### config.mk
export PLATFORM = sky130hd
export DESIGN_NAME = branch_unit
export DESIGN_NICKNAME = d
export VERILOG_FILES = /design/src/rtl/branch_unit.sv
export SDC_FILE = /design/constraint.sdc
export NUM_CORES = 1
export LEC_CHECK = 0
export ABC_CLOCK_PERIOD_IN_PS = 3100
export BUFFER_PORTS_ARGS = -buffer_cell sky130_fd_sc_hd__buf_2
export CORE_MARGIN = 3
export CORE_UTILIZATION = 54
export DETAILED_ROUTE_END_ITERATION = 10
export GPL_TIMING_DRIVEN = 0
export PLACE_DENSITY = 0.8
export SETUP_SLACK_MARGIN = 0.02
export SLEW_MARGIN = 20
export SYNTH_ARGS = -nofsm -noshare
export SYNTH_HDL_FRONTEND = slang
export SYNTH_SLANG_ARGS = --single-unit
### constraint.sdc
create_clock -name Clk -period 3.1 [get_ports Clk]
set_input_delay 0.155 -clock Clk [delete_from_list [all_inputs] [get_ports Clk]]
set_output_delay 0.155 -clock Clk [all_outputs]
set_load 0.05 [all_outputs]
### src/rtl/branch_unit.sv
// branch_unit: sequences BR/JMP/JSR/JSRR through BEN load, wait, evaluate and execute steps
module branch_unit #(
  parameter int BEN_WAIT = 1
) (
  input  logic        Clk,
  input  logic        Reset,
  input  logic        Start,
  input  logic [15:0] IR,
  input  logic [15:0] PC_IN,
  input  logic        BEN_IN,
  input  logic [15:0] BASER_VAL,
  output logic        LD_BEN,
  output logic [2:0]  SR1_SEL,
  output logic        LD_PC,
  output logic [15:0] PC_NEXT,
  output logic        LD_R7,
  output logic [15:0] R7_DATA,
  output logic        BUSY,
  output logic        DONE,
  output logic        TAKEN,
  output logic        ERR
);
  typedef enum logic [2:0] {IDLE, LDBEN, WAIT, EVAL, EXEC} state_t;
  localparam logic [1:0] CNT_INIT = 2'(BEN_WAIT > 1 ? BEN_WAIT - 2 : 0);
  state_t      state;
  logic [1:0]  cnt;
  logic [15:0] ir_q, pc_q, target;
  logic [3:0]  op;
  logic        take, jsr;
  // The base register is read combinationally, so its address tracks the captured IR
  assign SR1_SEL = ir_q[8:6];
  // Target and taken decision for the captured instruction, consumed in EVAL
  always_comb begin
    op     = ir_q[15:12];
    jsr    = op == 4'h4;
    target = op == 4'h0 ? pc_q + {{7{ir_q[8]}}, ir_q[8:0]} :
             jsr && ir_q[11] ? pc_q + {{5{ir_q[10]}}, ir_q[10:0]} : BASER_VAL;
    take   = op == 4'h0 ? BEN_IN : 1'b1;
  end
  // Control sequencer with registered strobes; PC_NEXT/R7_DATA hold between executions
  always_ff @(posedge Clk) begin
    if (Reset) begin
      state   <= IDLE;
      cnt     <= '0;
      ir_q    <= '0;
      pc_q    <= '0;
      PC_NEXT <= '0;
      R7_DATA <= '0;
      {LD_BEN, LD_PC, LD_R7, BUSY, DONE, TAKEN, ERR} <= '0;
    end else begin
      {LD_BEN, LD_PC, LD_R7, DONE, TAKEN, ERR} <= '0;
      case (state)
        IDLE: if (Start) begin
          ir_q <= IR;
          pc_q <= PC_IN;
          BUSY <= 1'b1;
          if (IR[15:12] == 4'h0) begin
            state  <= LDBEN;
            LD_BEN <= 1'b1;
          end else if (IR[15:12] == 4'hC || IR[15:12] == 4'h4) begin
            state <= EVAL;
          end else begin
            state <= EXEC;
            DONE  <= 1'b1;
            ERR   <= 1'b1;
          end
        end
        LDBEN: begin
          state <= BEN_WAIT == 1 ? EVAL : WAIT;
          cnt   <= CNT_INIT;
        end
        WAIT: begin
          state <= cnt == 2'd0 ? EVAL : WAIT;
          cnt   <= cnt == 2'd0 ? cnt : cnt - 2'd1;
        end
        EVAL: begin
          state   <= EXEC;
          DONE    <= 1'b1;
          TAKEN   <= take;
          LD_PC   <= take;
          LD_R7   <= jsr;
          PC_NEXT <= target;
          R7_DATA <= jsr ? pc_q : R7_DATA;
        end
        EXEC: begin
          state <= IDLE;
          BUSY  <= 1'b0;
        end
        default: state <= IDLE;
      endcase
    end
  end
endmodule

==> impl_results.html <==
<table>
<tr><th>Metric</th><th>Value</th></tr>
<tr><th colspan="2">Status</th></tr>
<tr><td>Run status</td><td>finished, final reports clean</td></tr>
<tr><th colspan="2">STA</th></tr>
<tr><td>Final number of max-transition violations</td><td>0</td></tr>
<tr><td>Hold violation count in the final report</td><td>0</td></tr>
<tr><td>Worst Max-Slew Pin Slew</td><td>around 0.73 ns</td></tr>
<tr><td>Setup TNS</td><td>0 ns</td></tr>
<tr><td>Slew Limit Headroom</td><td>0.512</td></tr>
<tr><td>Minimum hold slack</td><td>around 0.023 ns</td></tr>
<tr><td>Unrepaired setup endpoints after global routing</td><td>no</td></tr>
<tr><td>Worst setup skew after layout</td><td>between 0.015 and 0.02 ns</td></tr>
<tr><td>Min Clock Period, post-route</td><td>~2.6 ns</td></tr>
<tr><td>FMAX</td><td>just under 400 MHz</td></tr>
<tr><td>Final cycle utilization of the critical path</td><td>0.839</td></tr>
<tr><td>Setup-failing EPs final</td><td>0</td></tr>
<tr><th colspan="2">Synthesis</th></tr>
<tr><td>Multiplexer share of the synthesized area</td><td>0.00531</td></tr>
<tr><td>Post-Synthesis Cells</td><td>503</td></tr>
<tr><td>Synth Net Count</td><td>around 580</td></tr>
<tr><td>Sequential share of the synthesized area</td><td>0.375</td></tr>
<tr><td>Average instance area after synthesis</td><td>a little under 8 sq um</td></tr>
<tr><td>Largest family of logic cells by synthesized area</td><td>compound AO/OA/AOI/OAI gates</td></tr>
<tr><td>Synthesized flop and latch total</td><td>75</td></tr>
<tr><td>Ys flop type</td><td>sky130_fd_sc_hd__dfxtp_1</td></tr>
<tr><td>Share of synthesized cell area in and, or, nand and nor gates</td><td>0.224</td></tr>
<tr><td>Number of synthesized flops with an enable pin</td><td>0</td></tr>
<tr><td>Unique cell type count in the Yosys netlist</td><td>between 60 and 70</td></tr>
<tr><td>Xor and xnor fraction of the mapped netlist area</td><td>0.0394</td></tr>
<tr><td>Complex-gate fraction of the synthesized area</td><td>0.239</td></tr>
<tr><td>Summed instance area of the synthesized netlist</td><td>4000 sq um</td></tr>
<tr><td>Async set-or-reset flop fraction in the synthesized netlist</td><td>0</td></tr>
<tr><td>Number of warnings issued by yosys</td><td>0</td></tr>
<tr><td>Adder-Cell Fraction of Synth Area</td><td>0.0738</td></tr>
<tr><th colspan="2">Floorplan</th></tr>
<tr><td>Initial Utilization</td><td>0.573</td></tr>
<tr><td>Area of the core</td><td>between 6000 and 7000 sq um</td></tr>
<tr><td>Floorplan die height</td><td>between 90 and 100 microns</td></tr>
<tr><td>Area of the die</td><td>8480 sq um</td></tr>
<tr><td>Ports placed on the boundary</td><td>94</td></tr>
<tr><td>Die Span X</td><td>92.1 microns</td></tr>
<tr><td>Number of cell rows</td><td>30</td></tr>
<tr><th colspan="2">Clocking</th></tr>
<tr><td>TritonCTS buffer count</td><td>9</td></tr>
<tr><td>H-tree depth</td><td>3</td></tr>
<tr><td>Bufs on Longest Clock Path</td><td>2</td></tr>
<tr><td>Clock sink count</td><td>75</td></tr>
<tr><td>Clock latency on the worst-skew pair</td><td>about 0.36 ns</td></tr>
<tr><td>CTS tree</td><td>done</td></tr>
<tr><td>Clock-pin slew on the worst setup and hold paths</td><td>roughly 0.090 ns</td></tr>
<tr><td>Root Buffer</td><td>sky130_fd_sc_hd__clkbuf_8</td></tr>
<tr><th colspan="2">Placement</th></tr>
<tr><td>Final RePlAce weighted congestion</td><td>slightly above 0.9</td></tr>
<tr><td>Final HPWL DP</td><td>approximately 8.4 mm</td></tr>
<tr><td>Number of cells in the design after placement</td><td>691</td></tr>
<tr><td>Count of input and output buffers</td><td>92</td></tr>
<tr><th colspan="2">Detailed routing</th></tr>
<tr><td>First drt pass iteration count</td><td>5</td></tr>
<tr><td>Routed vias/inst</td><td>~5.6</td></tr>
<tr><td>Wire length reported by the detailed router</td><td>between 10 and 15 mm</td></tr>
<tr><td>Antenna Violating Nets Remaining</td><td>0</td></tr>
<tr><td>Drt initial violations</td><td>206</td></tr>
<tr><td>Remaining routing DRC violations</td><td>0</td></tr>
<tr><td>Wire length per cell</td><td>15.2 microns</td></tr>
<tr><td>Vias</td><td>3,949</td></tr>
<tr><th colspan="2">Pwr</th></tr>
<tr><td>Total power divided by cell area</td><td>between 400 and 500 nW/um^2</td></tr>
<tr><td>Switching component of the power</td><td>about 690 uW</td></tr>
<tr><td>Clock power share</td><td>0.371</td></tr>
<tr><td>Internal power consumption</td><td>1610 uW</td></tr>
<tr><td>Highest ir drop seen on vdd</td><td>between 0.2 and 0.25 mV</td></tr>
<tr><td>Sw Share</td><td>0.300</td></tr>
<tr><td>Leak Pwr</td><td>0.00212 uW</td></tr>
<tr><td>Combinational power share</td><td>0.178</td></tr>
<tr><td>Post-route total power</td><td>2300 uW</td></tr>
<tr><td>Part of the total power dissipated in sequential elements</td><td>0.452</td></tr>
<tr><th colspan="2">Setup path</th></tr>
<tr><td>Crit-path cells</td><td>ha_1 &gt; fa_1 &gt; a211o_1 &gt; a21oi_1 &gt; o21ai_2 &gt; a221oi_2 &gt; xnor2_1 &gt; a211oi_1 &gt; nor3_1</td></tr>
<tr><td>Critical-path top delay cell</td><td>sky130_fd_sc_hd__fa_1</td></tr>
<tr><td>Delay of the slowest cell on the worst path</td><td>between 0.4 and 0.5 ns</td></tr>
<tr><td>Largest fanout of any net on the critical path</td><td>4</td></tr>
<tr><td>Critical Path End Type</td><td>flop</td></tr>
<tr><td>Buffers and inverters on the worst path</td><td>0</td></tr>
<tr><td>Startpoint kind of the worst setup timing path</td><td>flop</td></tr>
<tr><td>Arrival time at the worst endpoint</td><td>between 2 and 3 ns</td></tr>
<tr><td>Critical Setup Path Class</td><td>flop to flop</td></tr>
<tr><td>Largest delay share family, worst path</td><td>compound AO/OA/AOI/OAI gates</td></tr>
<tr><td>Crit path required time</td><td>~3.3 ns</td></tr>
<tr><th colspan="2">Global routing</th></tr>
<tr><td>Global-route wire length before repair</td><td>17.4 mm</td></tr>
<tr><td>Number of global-route vias before repair</td><td>about 3,600</td></tr>
<tr><td>Number of antenna violations at the first check in global routing</td><td>0</td></tr>
<tr><td>Global-route usage over all layers</td><td>0.257</td></tr>
<tr><td>Largest net degree at the start of global routing</td><td>15</td></tr>
<tr><td>Total grt overflow</td><td>0</td></tr>
<tr><th colspan="2">Hold path</th></tr>
<tr><td>Hold crit path type</td><td>input port to flop</td></tr>
<tr><th colspan="2">Final layout</th></tr>
<tr><td>Leading cell types in the layout, fill and taps excluded</td><td>126 x sky130_fd_sc_hd__nand2_1, 97 x sky130_fd_sc_hd__buf_2, 75 x sky130_fd_sc_hd__dfxtp_1, 68 x sky130_fd_sc_hd__a21oi_1, 30 x sky130_fd_sc_hd__nor2_1</td></tr>
<tr><td>Most common cell after layout, fill and taps aside</td><td>sky130_fd_sc_hd__nand2_1</td></tr>
<tr><td>Number of standard cells in the final layout excluding fillers</td><td>between 700 and 800</td></tr>
<tr><td>Net count of the finished layout</td><td>682</td></tr>
<tr><td>Layout cell share with drive strength beyond 1</td><td>0.225</td></tr>
<tr><td>Antenna cell count</td><td>0</td></tr>
<tr><td>Synth-to-Final Area Change</td><td>20.3%</td></tr>
<tr><th colspan="2">Job</th></tr>
<tr><td>Max-cap check violation count</td><td>0</td></tr>
</table>
[power groups by stage]
stage | sequential [uW] | combinational, uW | clock (uW)
global route | 1040 | 451 | 910
floorplan | 1070 | 273 | 0
CTS | 1040 | 406 | 868
detailed placement | 1060 | 404 | 0
finish | 1040 | 408 | 852
global placement | 1060 | 398 | 0
[stage by stage]
stage / util / area [sq um] / setup WS (ns)
floorplan: - / 4000 / 0.798
global route: 0.690 / 4820 / 0.264
global placement: 0.656 / 4580 / 0.503
detailed placement: 0.656 / 4580 / 0.523
CTS: 0.690 / 4820 / 0.489
finish: 0.690 / 4820 / 0.498
[state kept, by name (all words and copies together) (netlist names)]
name     cells
pc_q        16
R7_DATA     16
cnt          2
DONE         1
ir_q        16
LD_BEN       1
TAKEN        1
PC_NEXT     16
LD_R7        1
ERR          1
BUSY         1
state        3
[cells in the mapped netlist (7+ instances only)]
cell type / n / area [sq um]
sky130_fd_sc_hd__nand2_1: 126 / 473
sky130_fd_sc_hd__a211oi_1: 12 / 90.1
sky130_fd_sc_hd__a21oi_1: 68 / 340
sky130_fd_sc_hd__xnor2_1: 13 / 114
sky130_fd_sc_hd__a21o_1: 10 / 75.1
sky130_fd_sc_hd__inv_1: 7 / 26.3
sky130_fd_sc_hd__clkbuf_1: 20 / 75.1
sky130_fd_sc_hd__nor2_1: 30 / 113
sky130_fd_sc_hd__dfxtp_1: 75 / 1500
sky130_fd_sc_hd__ha_1: 22 / 275
sky130_fd_sc_hd__nor3_1: 13 / 65.1
sky130_fd_sc_hd__o21ai_0: 7 / 35.0
sky130_fd_sc_hd__o21a_1: 8 / 60.1
[per-layer routing]
layer  up-vias  global-route usage  part of all wire
met3        14              0.0656             0.063
met5         -                   0                 0
met2       125               0.420              0.48
met4         0              0.0767             0.015
met1      1829               0.334              0.44
li1       1981                   -                 -
[path summary, 6_finish.rpt]
path,cells after the start,from,slack [ns],end
worst max-delay path,9,pc_q[0]$_SDFFE_PP0P_,0.50,PC_NEXT[14]$_SDFFE_PP0N_
worst min-delay path,3,PC_IN[6],0.02,pc_q[6]$_SDFFE_PP0P_
worst max register to register,9,pc_q[0]$_SDFFE_PP0P_,0.50,PC_NEXT[14]$_SDFFE_PP0N_
worst min register to register,2,R7_DATA[8]$_SDFFE_PP0P_,0.45,R7_DATA[8]$_SDFFE_PP0P_
[logic make-up after synthesis]
group,after synthesis
DFF,75
and+or+nand+nor,202
xor gates and xnor gates,18
AOI/OAI and AO/OA,145
adders and majority gates,23
muxes,2
buffers and inverters,38
[layout make-up]
class	instances	area, sq um
repair buffers	93	470
clock inverters	7	98.8
clock buffers	9	124
plain buffers	31	149
multi-input cells	390	2330
well taps	96	120
flip-flops and latches	75	1500
inverters	7	26.3
fillers	614	2170
[worst register-to-register path: cells and delay by family, from the launching register on]
kind,cells,cell delay [ns]
fa+ha+maj,2,0.65
flops,1,0.34
simple gates,1,0.06
xor+xnor,1,0.13
compound gates,5,1.29
[repair_timing]
item                                    CTS  global route
resized for setup                         0             0
hold endpoints to repair                  1             0
hold buffers                              1             0
buffers inserted                          0             0
endpoints found under the setup margin    0             0
Note: power is estimated with default switching activity, not from simulation.
